[src/rtl/sram_port_pkg.sv]
// Shared types for the SRAM port master: controller states and request/response type encodings.
package sram_port_pkg;

    typedef enum logic {
        INIT  = 1'b0,
        READY = 1'b1
    } state_t;

    localparam logic MEM_READ  = 1'b0;
    localparam logic MEM_WRITE = 1'b1;

endpackage

[src/rtl/sram_resp_queue.sv]
// Bypass FIFO for SRAM responses: an incoming message is presented immediately when empty
// and only stored if the consumer does not take it in the same cycle.
module sram_resp_queue #(
    parameter int depth = 2,
    parameter int width = 8
) (
    input  logic                         clk,
    input  logic                         reset,
    input  logic                         enq_val,
    input  logic [width-1:0]             enq_msg,
    output logic                         deq_val,
    input  logic                         deq_rdy,
    output logic [width-1:0]             deq_msg,
    output logic [$clog2(depth+1)-1:0]   count
);

    localparam int PW = (depth > 1) ? $clog2(depth) : 1;
    localparam int CW = $clog2(depth + 1);

    logic [width-1:0] r_mem [depth];
    logic [PW-1:0]    r_head;
    logic [PW-1:0]    r_tail;
    logic [CW-1:0]    r_count;
    logic             w_empty;
    logic             w_push;
    logic             w_pop;

    assign w_empty = (r_count == '0);
    assign deq_val = !w_empty || enq_val;
    assign deq_msg = w_empty ? enq_msg : r_mem[r_head];
    assign w_pop   = !w_empty && deq_rdy;
    assign w_push  = enq_val && !(w_empty && deq_rdy);
    assign count   = r_count;

    function automatic logic [PW-1:0] next_ptr(input logic [PW-1:0] ptr);
        return (ptr == PW'(depth - 1)) ? '0 : ptr + PW'(1);
    endfunction

    // NOTE: storage has no reset; head/tail/count alone decide which entries are valid.
    always_ff @(posedge clk) begin
        if (w_push) begin
            r_mem[r_tail] <= enq_msg;
        end
    end

    always_ff @(posedge clk) begin
        if (!reset) begin
            r_head  <= '0;
            r_tail  <= '0;
            r_count <= '0;
        end else begin
            if (w_push) r_tail <= next_ptr(r_tail);
            if (w_pop)  r_head <= next_ptr(r_head);
            case ({w_push, w_pop})
                2'b10:   r_count <= r_count + CW'(1);
                2'b01:   r_count <= r_count - CW'(1);
                default: r_count <= r_count;
            endcase
        end
    end

endmodule

[src/rtl/sram_port_master.sv]
// Val/rdy initiator for a single-port SRAM macro with zero-fill after reset.
// Define SRAM_PORT_MASTER_WRITE_ACK_EN to return a response for every write as well as every read.
module sram_port_master
    import sram_port_pkg::*;
#(
    parameter int num_bits   = 128,
    parameter int num_words  = 256,
    parameter int resp_depth = 2
) (
    input  logic                          clk,
    input  logic                          reset,
    input  logic                          req_val,
    output logic                          req_rdy,
    input  logic                          req_type,
    input  logic [$clog2(num_words)-1:0]  req_addr,
    input  logic [num_bits-1:0]           req_data,
    input  logic [num_bits/8-1:0]         req_wbm,
    output logic                          resp_val,
    input  logic                          resp_rdy,
    output logic                          resp_type,
    output logic [num_bits-1:0]           resp_data,
    output logic [$clog2(num_words)-1:0]  A1,
    output logic                          CSB1,
    output logic                          WEB1,
    output logic [num_bits/8-1:0]         WBM1,
    output logic [num_bits-1:0]           I1,
    output logic                          OEB1,
    output logic                          CE1,
    input  logic [num_bits-1:0]           O1
);

    localparam int AW = $clog2(num_words);
    localparam int CW = $clog2(resp_depth + 1);
    localparam int MW = num_bits + 1;

`ifdef SRAM_PORT_MASTER_WRITE_ACK_EN
    localparam bit ACK_EN = 1'b1;
`else
    localparam bit ACK_EN = 1'b0;
`endif

    state_t          r_state;
    logic [AW-1:0]   r_init_cnt;
    logic            r_inflight;
    logic            r_inflight_type;

    logic            w_fire;
    logic            w_resp_fire;
    logic [CW:0]     w_used;
    logic [CW-1:0]   w_count;
    logic            w_deq_val;
    logic [MW-1:0]   w_enq_msg;
    logic [MW-1:0]   w_deq_msg;

    // A request is only accepted if its response is guaranteed a buffer slot.
    assign w_used      = {1'b0, w_count} + {{CW{1'b0}}, r_inflight};
    assign req_rdy     = reset && (r_state == READY) && (w_used < (CW+1)'(resp_depth));
    assign w_fire      = req_val && req_rdy;
    assign w_resp_fire = w_fire && ((req_type == MEM_READ) || ACK_EN);

    // NOTE: every output gets a default first so no path can infer a latch.
    always_comb begin
        CE1  = 1'b1;
        CSB1 = 1'b1;
        WEB1 = 1'b1;
        A1   = '0;
        I1   = '0;
        WBM1 = '0;
        if (reset) begin
            if (r_state == INIT) begin
                CSB1 = 1'b0;
                WEB1 = 1'b0;
                WBM1 = '1;
                A1   = r_init_cnt;
            end else begin
                CSB1 = !w_fire;
                WEB1 = !req_type;
                if (w_fire) begin
                    A1   = req_addr;
                    I1   = req_data;
                    WBM1 = req_wbm;
                end
            end
        end
    end

    assign OEB1 = !(reset && r_inflight && (r_inflight_type == MEM_READ));

    always_ff @(posedge clk) begin
        if (!reset) begin
            r_state         <= INIT;
            r_init_cnt      <= '0;
            r_inflight      <= 1'b0;
            r_inflight_type <= MEM_READ;
        end else begin
            r_inflight      <= w_resp_fire;
            r_inflight_type <= req_type;
            case (r_state)
                INIT: begin
                    r_init_cnt <= r_init_cnt + AW'(1);
                    if (r_init_cnt == AW'(num_words - 1)) r_state <= READY;
                end
                READY:   r_state <= READY;
                default: r_state <= INIT;
            endcase
        end
    end

    // Write acks carry zero data; read data is taken straight off O1 the cycle after issue.
    assign w_enq_msg = {r_inflight_type, (r_inflight_type == MEM_READ) ? O1 : {num_bits{1'b0}}};

    sram_resp_queue #(
        .depth (resp_depth),
        .width (MW)
    ) u_queue (
        .clk     (clk),
        .reset   (reset),
        .enq_val (reset && r_inflight),
        .enq_msg (w_enq_msg),
        .deq_val (w_deq_val),
        .deq_rdy (resp_rdy),
        .deq_msg (w_deq_msg),
        .count   (w_count)
    );

    assign resp_val  = reset && w_deq_val;
    assign resp_type = ACK_EN ? w_deq_msg[num_bits] : MEM_READ;
    assign resp_data = w_deq_msg[num_bits-1:0];

endmodule
[config.mk]
export PLATFORM = sky130hd
export DESIGN_NAME = sram_port_master
export DESIGN_NICKNAME = d
export VERILOG_FILES = /design/src/rtl/sram_port_pkg.sv /design/src/rtl/sram_resp_queue.sv /design/src/rtl/sram_port_master.sv
export SDC_FILE = /design/constraint.sdc
export NUM_CORES = 1
export LEC_CHECK = 0
export CAP_MARGIN = 20
export CORE_AREA = 5 5 217 219
export CTS_BUF_LIST = sky130_fd_sc_hd__clkbuf_8
export DETAILED_ROUTE_END_ITERATION = 8
export DIE_AREA = 0 0 222 224
export DONT_BUFFER_PORTS = 1
export PLACE_DENSITY_LB_ADDON = 0.25
export SETUP_SLACK_MARGIN = 0.5
export SLEW_MARGIN = 0
export SYNTH_ARGS = -nofsm -noshare
export SYNTH_HDL_FRONTEND = slang
export SYNTH_SLANG_ARGS = --single-unit
[constraint.sdc]
create_clock -name clk -period 8.34 [get_ports clk]
set_input_delay 1.668 -clock clk [delete_from_list [all_inputs] [get_ports clk]]
set_output_delay 1.668 -clock clk [all_outputs]
set_load 0.1 [all_outputs]
==> results.rst, run 1 <==
.. list-table::
   :header-rows: 1

   * - Metric
     - Value
   * - Hold depth
     - 2
   * - Outcome
     - complete, no violations
   * - Starting utilization of the core area
     - 0.295
   * - Slew margin rel.
     - 0.196
   * - Synth area leaders
     - edfxtp_1, mux2i_1, and2_1
   * - Count of hold-fix buffers inserted at cts
     - 0
   * - Area of the core
     - 44900 sq um
   * - Synth Warn #
     - 0
   * - Number of I/O port buffers
     - 0
   * - Via Count
     - 8762
   * - Clock Sink Count
     - 272
   * - IR drop worst, VDD
     - 134 uV
   * - Library cell used as clock root buffer
     - clkbuf_8
   * - CTS clock-pin slew for the worst setup and hold paths
     - 0.06 ns
   * - Worst Reg2Reg Path Length in Cells
     - 4
   * - Worst path required time
     - 6.67 ns
   * - Clock tree from TritonCTS
     - built
   * - Most instantiated cells after synthesis
     - edfxtp_1, nor2_1, and2_1, mux2i_1, a21oi_1
   * - Aggregate global routing overflow
     - 0
   * - Post-CTS Setup Bufs
     - 0
   * - Final net count
     - 1483
   * - Wirelength per Cell
     - 23.5 um
   * - Row count
     - 78
   * - Achievable Freq
     - 184 MHz
   * - Area after DPL
     - 16700 sq um
   * - Synthesized area per cell
     - 12.0 sq um
   * - Peak fanout along the critical path
     - 162
   * - Crit path max-delay cell type
     - a21oi_2
   * - Critical Setup Path Class
     - reg -> out
   * - Post-DP HPWL
     - 31.2 mm
   * - First-pass GRT wire length
     - 61.5 mm
   * - EDFF count, synth
     - 256
   * - Initial antenna violation count
     - 66
   * - Remaining DRCs
     - 0
   * - Fraction of power consumed by sequential logic
     - 0.460
   * - 1st-pass router iterations
     - 5
   * - Maximum number of pins on one net before global-route repair
     - 163
   * - Max-slew violations
     - 0
   * - Share of total power consumed by net switching
     - 0.311
   * - Max-capacitance violation count
     - 0
   * - CP startpoint kind
     - flop
   * - RSZ-0062 raised after global routing
     - no
   * - Via count normalized by instance count
     - 4.71
   * - Count of final hold-check violations
     - 0
   * - FF-to-FF Start
     - u_queue.count[0]
   * - Share of layout cells above drive strength 1
     - 0.276
   * - Relative contribution of combinational cells to total power
     - 0.200
   * - Synthesized area
     - 13200 sq um
   * - Distinct cell type count after synthesis
     - 38
   * - Flop-to-flop setup slack
     - 4.93 ns
   * - Maximum level of the CTS H-tree
     - 2
   * - Num CTS Buffers
     - 49
   * - Yosys top cell area share
     - 0.580
   * - Min Tclk post-route
     - 5.42 ns
   * - Clock skew after layout
     - 0.0173 ns
   * - Maximum buffer depth of the clock tree
     - 3
   * - Dominant synthesized flop cell
     - edfxtp_1
   * - Via count of the first global-routing pass
     - 8421
   * - Sequential-to-total area share from yosys stat
     - 0.605
   * - Crit path cell chain
     - or2_4 > buf_12 > nor2_1 > a21oi_2
   * - Flip-flop and latch count after synthesis
     - 272
   * - Die width
     - 222 um
   * - Overall Global Routing Usage
     - 0.165
   * - Most frequently used cell type in the post-synthesis netlist
     - edfxtp_1
   * - Total routed wirelength
     - 43.7 mm
   * - # setup viols final
     - 0
   * - FFs w/ async S/R, synth
     - 0
   * - Gates resized, CTS repair
     - 0
   * - Library cell with the largest summed area after synthesis
     - edfxtp_1
   * - Worst Setup SP
     - u_queue.count[0]
   * - Accumulated negative setup slack
     - 0 ns
   * - Min-Delay Startpoint
     - r_init_cnt[7]
   * - Clock network fraction of design power
     - 0.340
   * - Synthesized Nets
     - 1395
   * - R2r endpoint
     - u_queue.r_mem[1][91]
   * - Transition time at the pin with the least slew margin
     - 1.21 ns
   * - Placer congestion estimate
     - 0.949
   * - Die Area
     - 49700 sq um
   * - Pint
     - 2.25 mW
   * - WP buf/inv
     - 1
   * - Worst Setup End Kind
     - output port
   * - DR iter-0 viols
     - 624
   * - Share of the clock period used by the worst path
     - 0.650
   * - Number of I/O pins
     - 572
   * - Area of all placed cells without fillers
     - 17700 sq um
   * - P_leak
     - 5.85 nW
   * - Area Growth Syn to Fin
     - 33.6%
   * - HP Class
     - reg -> reg
   * - Pwr Density
     - 185 nW/um^2
   * - Later-pin clock latency in the skew report
     - 0.59 ns
   * - Post-Syn Instances
     - 1108
   * - DIE HEIGHT
     - 224 um
   * - Remaining number of nets flagged by the antenna check after routing
     - 0
   * - Top cell family by delay on the critical path
     - simple AND/OR/NAND/NOR gates
   * - Critical path's largest stage delay
     - 0.89 ns
   * - Critical path data arrival time
     - 3.76 ns
   * - Sink of the worst hold path
     - r_init_cnt[7]
   * - Power dissipated by switching net loads
     - 1.02 mW
## worst max path at each step
stage | endpoint | slack, ns | cells past startpoint
after floorplan | u_queue.r_mem[0][0] | 0.27 | 3
after global placement | A1[7] | 3.39 | 2
after detailed placement | A1[7] | 3.31 | 2
after CTS | resp_data[57] | 2.93 | 4
after global routing | resp_data[47] | 2.71 | 4
final | resp_data[25] | 2.92 | 4
## flip-flops by register name, summed over array words and instances, names as in the netlist, named ones only
| name | count |
|---|---|
| u_queue.r_mem | 256 |
| u_queue.r_head | 1 |
| r_inflight_type | 1 |
| u_queue.count | 2 |
| r_state | 1 |
| u_queue.r_tail | 1 |
| r_init_cnt | 8 |
| r_inflight | 1 |
## layer usage
layer | GRT usage | vias to the layer above | wire (um)
met3 | 0.113 | 98 | 6450
met1 | 0.226 | 4123 | 18700
met4 | 0.0298 | 42 | 668
li1 | - | 4095 | -
met5 | 0 | - | 267
met2 | 0.217 | 404 | 17600
## metrics by stage
step	total power, mW	worst slack, ns	utilization	std cells	hold WS, ns
final	3.27	2.92	0.394	1861	0.515
after global routing	3.42	2.71	0.393	1846	0.532
after CTS	3.32	2.93	0.392	1831	0.515
after detailed placement	2.19	3.31	0.373	1744	0.503
after floorplan	1.96	0.273	-	1108	0.462
after global placement	2.03	3.39	0.323	1659	0.502
## worst reg2reg max path, cell delays in order, from the launching register on
cell and delay (ns):
dfxtp_1 0.43, or2_4 0.75, o211ai_1 0.39, nor2_4 0.50, buf_4 0.84
## kinds of logic after synthesis
kind of cell             Yosys count  share of synthesized area
flip-flops                       272                      0.605
XOR/XNOR                           7                    0.00463
AO/OA/AOI/OAI                    160                     0.0628
multiplexers                     137                      0.104
buffers and inverters             88                     0.0388
other                              2                   0.000567
AND/OR/NAND/NOR                  440                      0.183
adder cells (fa/ha/maj)            2                    0.00189
## layout make-up
type	instances	area [sq um]
fillers	4149	27200
flip-flops and latches	272	8020
multi-input cells	748	5300
repair buffers	121	2680
well taps	600	751
clock buffers	51	702
clock inverters	36	153
diodes	29	72.6
inverters	4	15.0
## power groups by stage
stage	Clock (mW)	Sequential (mW)	Combinational, mW
floorplan	0	1.53	0.434
global placement	0	1.53	0.493
detailed placement	0	1.53	0.656
CTS	1.16	1.51	0.658
global route	1.23	1.51	0.677
finish	1.11	1.51	0.655
## layout by cell type (no fill, tap or decap), types with 2 or more instances in the layout
| cell type | count |
|---|---|
| edfxtp_1 | 256 |
| mux2i_1 | 137 |
| and2_1 | 137 |
| a21oi_2 | 130 |
| nor2_1 | 128 |
| nor2b_1 | 124 |
| buf_16 | 79 |
| clkbuf_8 | 51 |
| diode_2 | 29 |
| buf_4 | 26 |
| o21ai_0 | 20 |
| clkinv_1 | 18 |
| nor2_2 | 16 |
| inv_1 | 15 |
| dfxtp_1 | 14 |
| buf_8 | 8 |
| nor3b_2 | 7 |
| xnor2_1 | 7 |
| and2b_1 | 6 |
| clkbuf_16 | 6 |
| nand2_1 | 4 |
| clkinv_2 | 4 |
| nand2b_1 | 3 |
| o21a_1 | 2 |
| nor2_4 | 2 |
| or3_1 | 2 |
| a21boi_0 | 2 |
| nand4b_1 | 2 |
| ha_1 | 2 |
| dfxtp_4 | 2 |
| conb_1 | 2 |
| clkinvlp_4 | 2 |
| buf_12 | 2 |
No activity file was read; power rests on OpenSTA's default activity.
==> run 2, diff against run 1 <==
clock period = 5.3 ns   (was 8.34 ns; I/O delays follow)
==> run 2 against run 1 <==
Effect of this change: worst setup slack worse by 2.0 ns; flip-flop and latch count stayed put; sequential share of layout area increased by 1.2 points; first-iteration DRC count is 4.6% lower; combinational power increased by 47%; clock-buffer cell count is 3 lower; power up 54%; non-clock buffer count increased by 25; hold slack got worse by 0.0072 ns.
==> results.rst, run 2 (synthesis gave the netlist of run 1 again) <==
.. list-table::
   :header-rows: 1

   * - Metric
     - Value
   * - Area after DPL
     - 16400 sq um
   * - Maximum level of the CTS H-tree
     - 2
   * - Placer congestion estimate
     - 0.955
   * - Initial antenna violation count
     - 59
   * - Critical Setup Path Class
     - reg -> out
   * - Clock tree from TritonCTS
     - built
   * - Outcome
     - complete, no violations
   * - Clock Sink Count
     - 272
   * - First-pass GRT wire length
     - 66.1 mm
   * - Aggregate global routing overflow
     - 0
   * - Gates resized, CTS repair
     - 0
   * - Row count
     - 78
   * - Number of gates on the worst path with buffers counted
     - 4
   * - Top cell family by delay on the critical path
     - compound AO/OA/AOI/OAI gates
   * - Top library cells by usage in the layout, fill and taps aside
     - edfxtp_1, mux2i_1, and2_1
   * - DR iter-0 viols
     - 595
   * - P_leak
     - 5.75 nW
   * - Area of all placed cells without fillers
     - 17200 sq um
   * - Slew margin rel.
     - 0.202
   * - Met2 Use GR
     - 0.256
   * - Global-route layer with the greatest usage
     - met2
   * - Worst Setup SP
     - r_state
   * - Max-capacitance violation count
     - 0
   * - R2r endpoint
     - u_queue.r_mem[1][20]
   * - Overall Global Routing Usage
     - 0.180
   * - Number of I/O port buffers
     - 0
   * - Starting utilization of the core area
     - 0.295
   * - Number of I/O pins
     - 572
   * - Maximum number of pins on one net before global-route repair
     - 131
   * - HP Class
     - reg -> reg
   * - Share of the clock period used by the worst path
     - 0.830
   * - Via count of the first global-routing pass
     - 8758
   * - Share of layout cells above drive strength 1
     - 0.288
   * - Count of final hold-check violations
     - 0
   * - Total routed wirelength
     - 47.6 mm
   * - WP buf/inv
     - 2
   * - Pwr Density
     - 293 nW/um^2
   * - Max-slew violations
     - 0
   * - Area Growth Syn to Fin
     - 30.2%
   * - IR drop worst, VDD
     - 193 uV
   * - Worst Setup End Kind
     - output port
   * - Crit path max-delay cell type
     - a21oi_4
   * - Met3 routing resource usage after global routing
     - 0.107
   * - Num CTS Buffers
     - 48
   * - Remaining number of nets flagged by the antenna check after routing
     - 0
   * - DIE HEIGHT
     - 224 um
   * - Later-pin clock latency in the skew report
     - 0.63 ns
   * - 1st-pass router iterations
     - 4
   * - Largest register by flop count
     - u_queue.r_mem
   * - Critical path's largest stage delay
     - 0.94 ns
   * - Final net count
     - 1507
   * - Via Count
     - 9021
   * - Die width
     - 222 um
   * - Maximum buffer depth of the clock tree
     - 3
   * - Worst Reg2Reg Path Length in Cells
     - 4
   * - Count of hold-fix buffers inserted at cts
     - 0
   * - Leading cell type in the layout, fill and taps excluded
     - edfxtp_1
   * - Met1 layer usage reported by global route
     - 0.239
   * - Crit path cell chain
     - inv_1 > a21oi_4 > nand2b_1 > buf_4
   * - Number of flip-flops in the largest register
     - 256
   * - Post-CTS Setup Bufs
     - 0
   * - Min-Delay Startpoint
     - r_init_cnt[6]
   * - Area of the core
     - 44900 sq um
   * - Flop-to-flop setup slack
     - 2.50 ns
   * - Min Tclk post-route
     - 4.40 ns
   * - # setup viols final
     - 0
   * - CTS clock-pin slew for the worst setup and hold paths
     - 0.05 ns
   * - Critical path data arrival time
     - 3.34 ns
   * - FF-to-FF Start
     - u_queue.count[0]
   * - Peak fanout along the critical path
     - 24
   * - Remaining DRCs
     - 0
   * - Via count normalized by instance count
     - 4.80
   * - RSZ-0062 raised after global routing
     - no
   * - Library cell used as clock root buffer
     - clkbuf_8
   * - Wirelength per Cell
     - 25.3 um
   * - Die Area
     - 49700 sq um
   * - Worst path required time
     - 4.24 ns
   * - CP startpoint kind
     - flop
   * - Count of fill cells added during filler insertion
     - 4309
   * - Clock skew after layout
     - 0.0372 ns
   * - Achievable Freq
     - 227 MHz
   * - Transition time at the pin with the least slew margin
     - 1.20 ns
   * - Post-DP HPWL
     - 35.6 mm
   * - WHS
     - 0.508 ns
   * - Critical path capture point
     - CSB1
==> run 2: cell count changes in the layout (fill, tap and decap cells not counted), moves of 6 or more <==
| cell | before | now |
|---|---|---|
| buf_12 | 2 | 8 |
| buf_16 | 79 | 47 |
| buf_4 | 26 | 78 |
| clkbuf_16 | 6 | 0 |
| nor3b_2 | 7 | 1 |
| nor3b_4 | 0 | 6 |
==> run 2: worst reg2reg max path: cells and delay by family (launching register included) <==
family | cells | cell delay (ns)
buffers and inverters | 1 | 0.45
and+or+nand+nor | 2 | 0.87
AOI/OAI and AO/OA | 1 | 0.39
DFF | 1 | 0.42
==> run 2: final cells by class <==
cell class | instances | area, sq um | share of cell area
clock inverters | 36 | 164 | 0.00950
multi-input cells | 748 | 5340 | 0.310
repair buffers | 146 | 2230 | 0.130
clock buffers | 48 | 661 | 0.0383
flip-flops and latches | 272 | 8020 | 0.465
well taps | 600 | 751 | 0.0435
inverters | 4 | 15.0 | 0.000871
diodes | 25 | 62.6 | 0.00363
==> run 2: report_power, final <==
group          switching [mW]  leakage [nW]  internal (mW)  total, mW
Clock                   0.872         0.478          0.848       1.72
Sequential            0.00948          2.45           2.36       2.37
Combinational           0.720          2.82          0.243      0.963
==> run 2: worst min-delay path by stage <==
stage                         end  cells past startpoint
floorplan           r_init_cnt[7]                      2
global placement    r_init_cnt[6]                      2
detailed placement  r_init_cnt[6]                      2
CTS                    r_inflight                      1
global route           r_inflight                      1
finish              r_init_cnt[6]                      2
==> run 2: metal layers <==
metal	vias to the layer above	share of wire
met5	-	0.0062
met4	46	0.015
met3	105	0.13
met2	474	0.42
met1	4263	0.43
li1	4133	-
==> run 2: through the flow <==
stage | cells | utilization | worst slack [ns] | power, mW | setup TNS, ns
2_1_floorplan | 1108 | - | -0.0225 | 3.09 | -5.71
3_3_place_gp | 1711 | 0.332 | 1.51 | 3.21 | 0
3_5_place_dp | 1770 | 0.364 | 1.45 | 3.38 | 0
4_1_cts | 1854 | 0.383 | 0.857 | 5.12 | 0
5_1_grt | 1861 | 0.383 | 0.634 | 5.25 | 0
6_report | 1879 | 0.384 | 0.901 | 5.05 | 0
==> run 3, diff against run 2 <==
clock period = 4.1 ns   (was 5.3 ns; I/O delays follow)
==> run 3 against run 2 <==
Effect of this change: worst setup slack worse by 0.32 ns; sequential share of layout area is 0.44 points lower; first-iteration DRC count is 6.9% higher; cell count is 8.5% higher; largest cell class unchanged.
==> results.rst, run 3 (synthesis gave the netlist of run 1 again) <==
.. list-table::
   :header-rows: 1

   * - Metric
     - Value
   * - Outcome
     - complete, no violations
   * - Max-slew violations
     - 0
   * - IR drop worst, VDD
     - 323 uV
   * - Total routed wirelength
     - 49.3 mm
   * - Overall Global Routing Usage
     - 0.184
   * - CTS clock-pin slew for the worst setup and hold paths
     - 0.05 ns
   * - Accumulated negative setup slack
     - 0 ns
   * - Min-Delay Startpoint
     - req_type
   * - DR iter-0 viols
     - 636
   * - Maximum level of the CTS H-tree
     - 2
   * - Die Area
     - 49700 sq um
   * - P_leak
     - 6.21 nW
   * - Num CTS Buffers
     - 49
   * - Wirelength per Cell
     - 24.2 um
   * - Min Tclk post-route
     - 3.52 ns
   * - Detail Route met3 WL
     - 5.79 mm
   * - Detailed-route wire length on metal 1
     - 20.1 mm
   * - Die width
     - 222 um
   * - Count of final hold-check violations
     - 0
   * - Count of fill cells added during filler insertion
     - 4418
   * - Area of the core
     - 44900 sq um
   * - Initial antenna violation count
     - 64
   * - Count of hold-fix buffers inserted at cts
     - 0
   * - Transition time at the pin with the least slew margin
     - 1.10 ns
   * - RSZ-0062 raised after global routing
     - yes
   * - 1st-pass router iterations
     - 5
   * - Aggregate global routing overflow
     - 0
   * - Core utilization of the finished layout
     - 0.388
   * - Sink of the worst hold path
     - r_inflight
   * - Clock skew after layout
     - 0.0219 ns
   * - Pwr Density
     - 367 nW/um^2
   * - Gates resized, CTS repair
     - 0
   * - Final worst slack
     - 0.585 ns
   * - Largest register by flop count
     - u_queue.r_mem
   * - FF-to-FF Start
     - u_queue.count[0]
   * - Number of I/O pins
     - 572
   * - Place WS
     - 1.07 ns
   * - Worst path required time
     - 3.28 ns
   * - Critical Setup Path Class
     - reg -> out
   * - # setup viols final
     - 0
   * - Max-capacitance violation count
     - 0
   * - Via Count
     - 9618
   * - First-pass GRT wire length
     - 68.2 mm
   * - Worst Setup End Kind
     - output port
   * - Clock tree from TritonCTS
     - built
   * - Hold depth
     - 1
   * - Critical path's largest stage delay
     - 0.96 ns
   * - Remaining DRCs
     - 0
   * - DIE HEIGHT
     - 224 um
   * - Clock Sink Count
     - 272
   * - Maximum buffer depth of the clock tree
     - 3
   * - Leading cell type in the layout, fill and taps excluded
     - buf_4
   * - CP startpoint kind
     - flop
   * - Flop-to-flop setup slack
     - 1.35 ns
   * - Critical path data arrival time
     - 2.70 ns
   * - Remaining number of nets flagged by the antenna check after routing
     - 0
   * - Via count of the first global-routing pass
     - 9336
   * - R2r endpoint
     - u_queue.r_mem[0][39]
   * - Slew margin rel.
     - 0.268
   * - Share of layout cells above drive strength 1
     - 0.368
   * - Crit path cell chain
     - a21oi_2 > a21oi_4 > nor3b_4
   * - Share of the clock period used by the worst path
     - 0.857
   * - Post-DP HPWL
     - 35.7 mm
   * - Placer congestion estimate
     - 1.04
   * - Via count normalized by instance count
     - 4.72
   * - Worst Reg2Reg Path Length in Cells
     - 4
   * - Number of I/O port buffers
     - 0
   * - Number of flip-flops in the largest register
     - 256
   * - Crit path max-delay cell type
     - nor3b_4
   * - HP Class
     - in -> reg
   * - Uppermost layer routed
     - met5
   * - Row count
     - 78
   * - Worst Setup SP
     - u_queue.count[0]
   * - Peak fanout along the critical path
     - 15
   * - Final net count
     - 1665
   * - Achievable Freq
     - 284 MHz
   * - Area Growth Syn to Fin
     - 31.5%
   * - Library cell used as clock root buffer
     - clkbuf_8
   * - Later-pin clock latency in the skew report
     - 0.58 ns
   * - Starting utilization of the core area
     - 0.295
   * - Maximum number of pins on one net before global-route repair
     - 91
   * - WL met2
     - 21.8 mm
   * - Top library cells by usage in the layout, fill and taps aside
     - buf_4, edfxtp_1, mux2i_1, and2_1, a21oi_2
-- run 3: cell types whose count changed in the layout (fill, tap and decap cells not counted), sizes merged --
cell,before,now
clkbuf,48,49
diode,25,26
clkinvlp,0,3
clkinv,18,16
buf,146,300
inv,22,21
and4,1,3
or2,1,2
-- run 3: how the worst max path moves through the flow --
stage	depth (start not counted)	endpoint
floorplan	3	u_queue.r_mem[0][0]
global placement	4	I1[68]
detailed placement	4	I1[76]
CTS	5	I1[51]
global route	4	I1[84]
finish	3	A1[1]
-- run 3: repair_timing --
action,CTS,global route
gates cloned,1,2
endpoints found under the setup margin,8,58
endpoints found under the hold margin,0,0
setup buffers,0,0
pin swaps,1,1
-- run 3: through the flow --
stage | area [sq um] | hold WS [ns] | power (mW) | std cells
2_1_floorplan | 13300 | 0.464 | 3.99 | 1108
3_3_place_gp | 16500 | 0.493 | 4.24 | 1924
3_5_place_dp | 16500 | 0.492 | 4.25 | 1924
4_1_cts | 17300 | 0.250 | 6.50 | 2010
5_1_grt | 17400 | 0.265 | 6.66 | 2024
6_report | 17400 | 0.320 | 6.39 | 2038
-- run 3: cell type report --
cell class,count,area (sq um),share of cell area
Clock inverter,36,151,0.00870
Multi-Input combinational cell,751,5380,0.309
Tap cell,600,751,0.0431
Antenna cell,26,65.1,0.00374
Timing Repair Buffer,300,2360,0.136
Sequential cell,272,8020,0.460
Inverter,4,15.0,0.000862
Clock buffer,49,674,0.0387
-- run 3: critical path: cells and delay by family (launching register included) --
kind,cells,cell delay (ns)
AO/OA/AOI/OAI,2,0.75
AND/OR/NAND/NOR,1,0.96
flip-flops,1,0.41
-- run 3: per-layer routing --
metal  vias to the layer above  track usage
met2                       433        0.282
met4                        46       0.0431
met1                      4552        0.229
met3                       131        0.102
met5                         -            0
li1                       4456            -
-- run 3: where the power goes --
| part | switching (mW) | total [mW] | internal [mW] |
|---|---|---|---|
| logic | 0.910 | 1.12 | 0.214 |
| registers | 0.0154 | 3.06 | 3.05 |
| clock network | 1.10 | 2.20 | 1.11 |
| total | 2.02 | 6.39 | 4.37 |
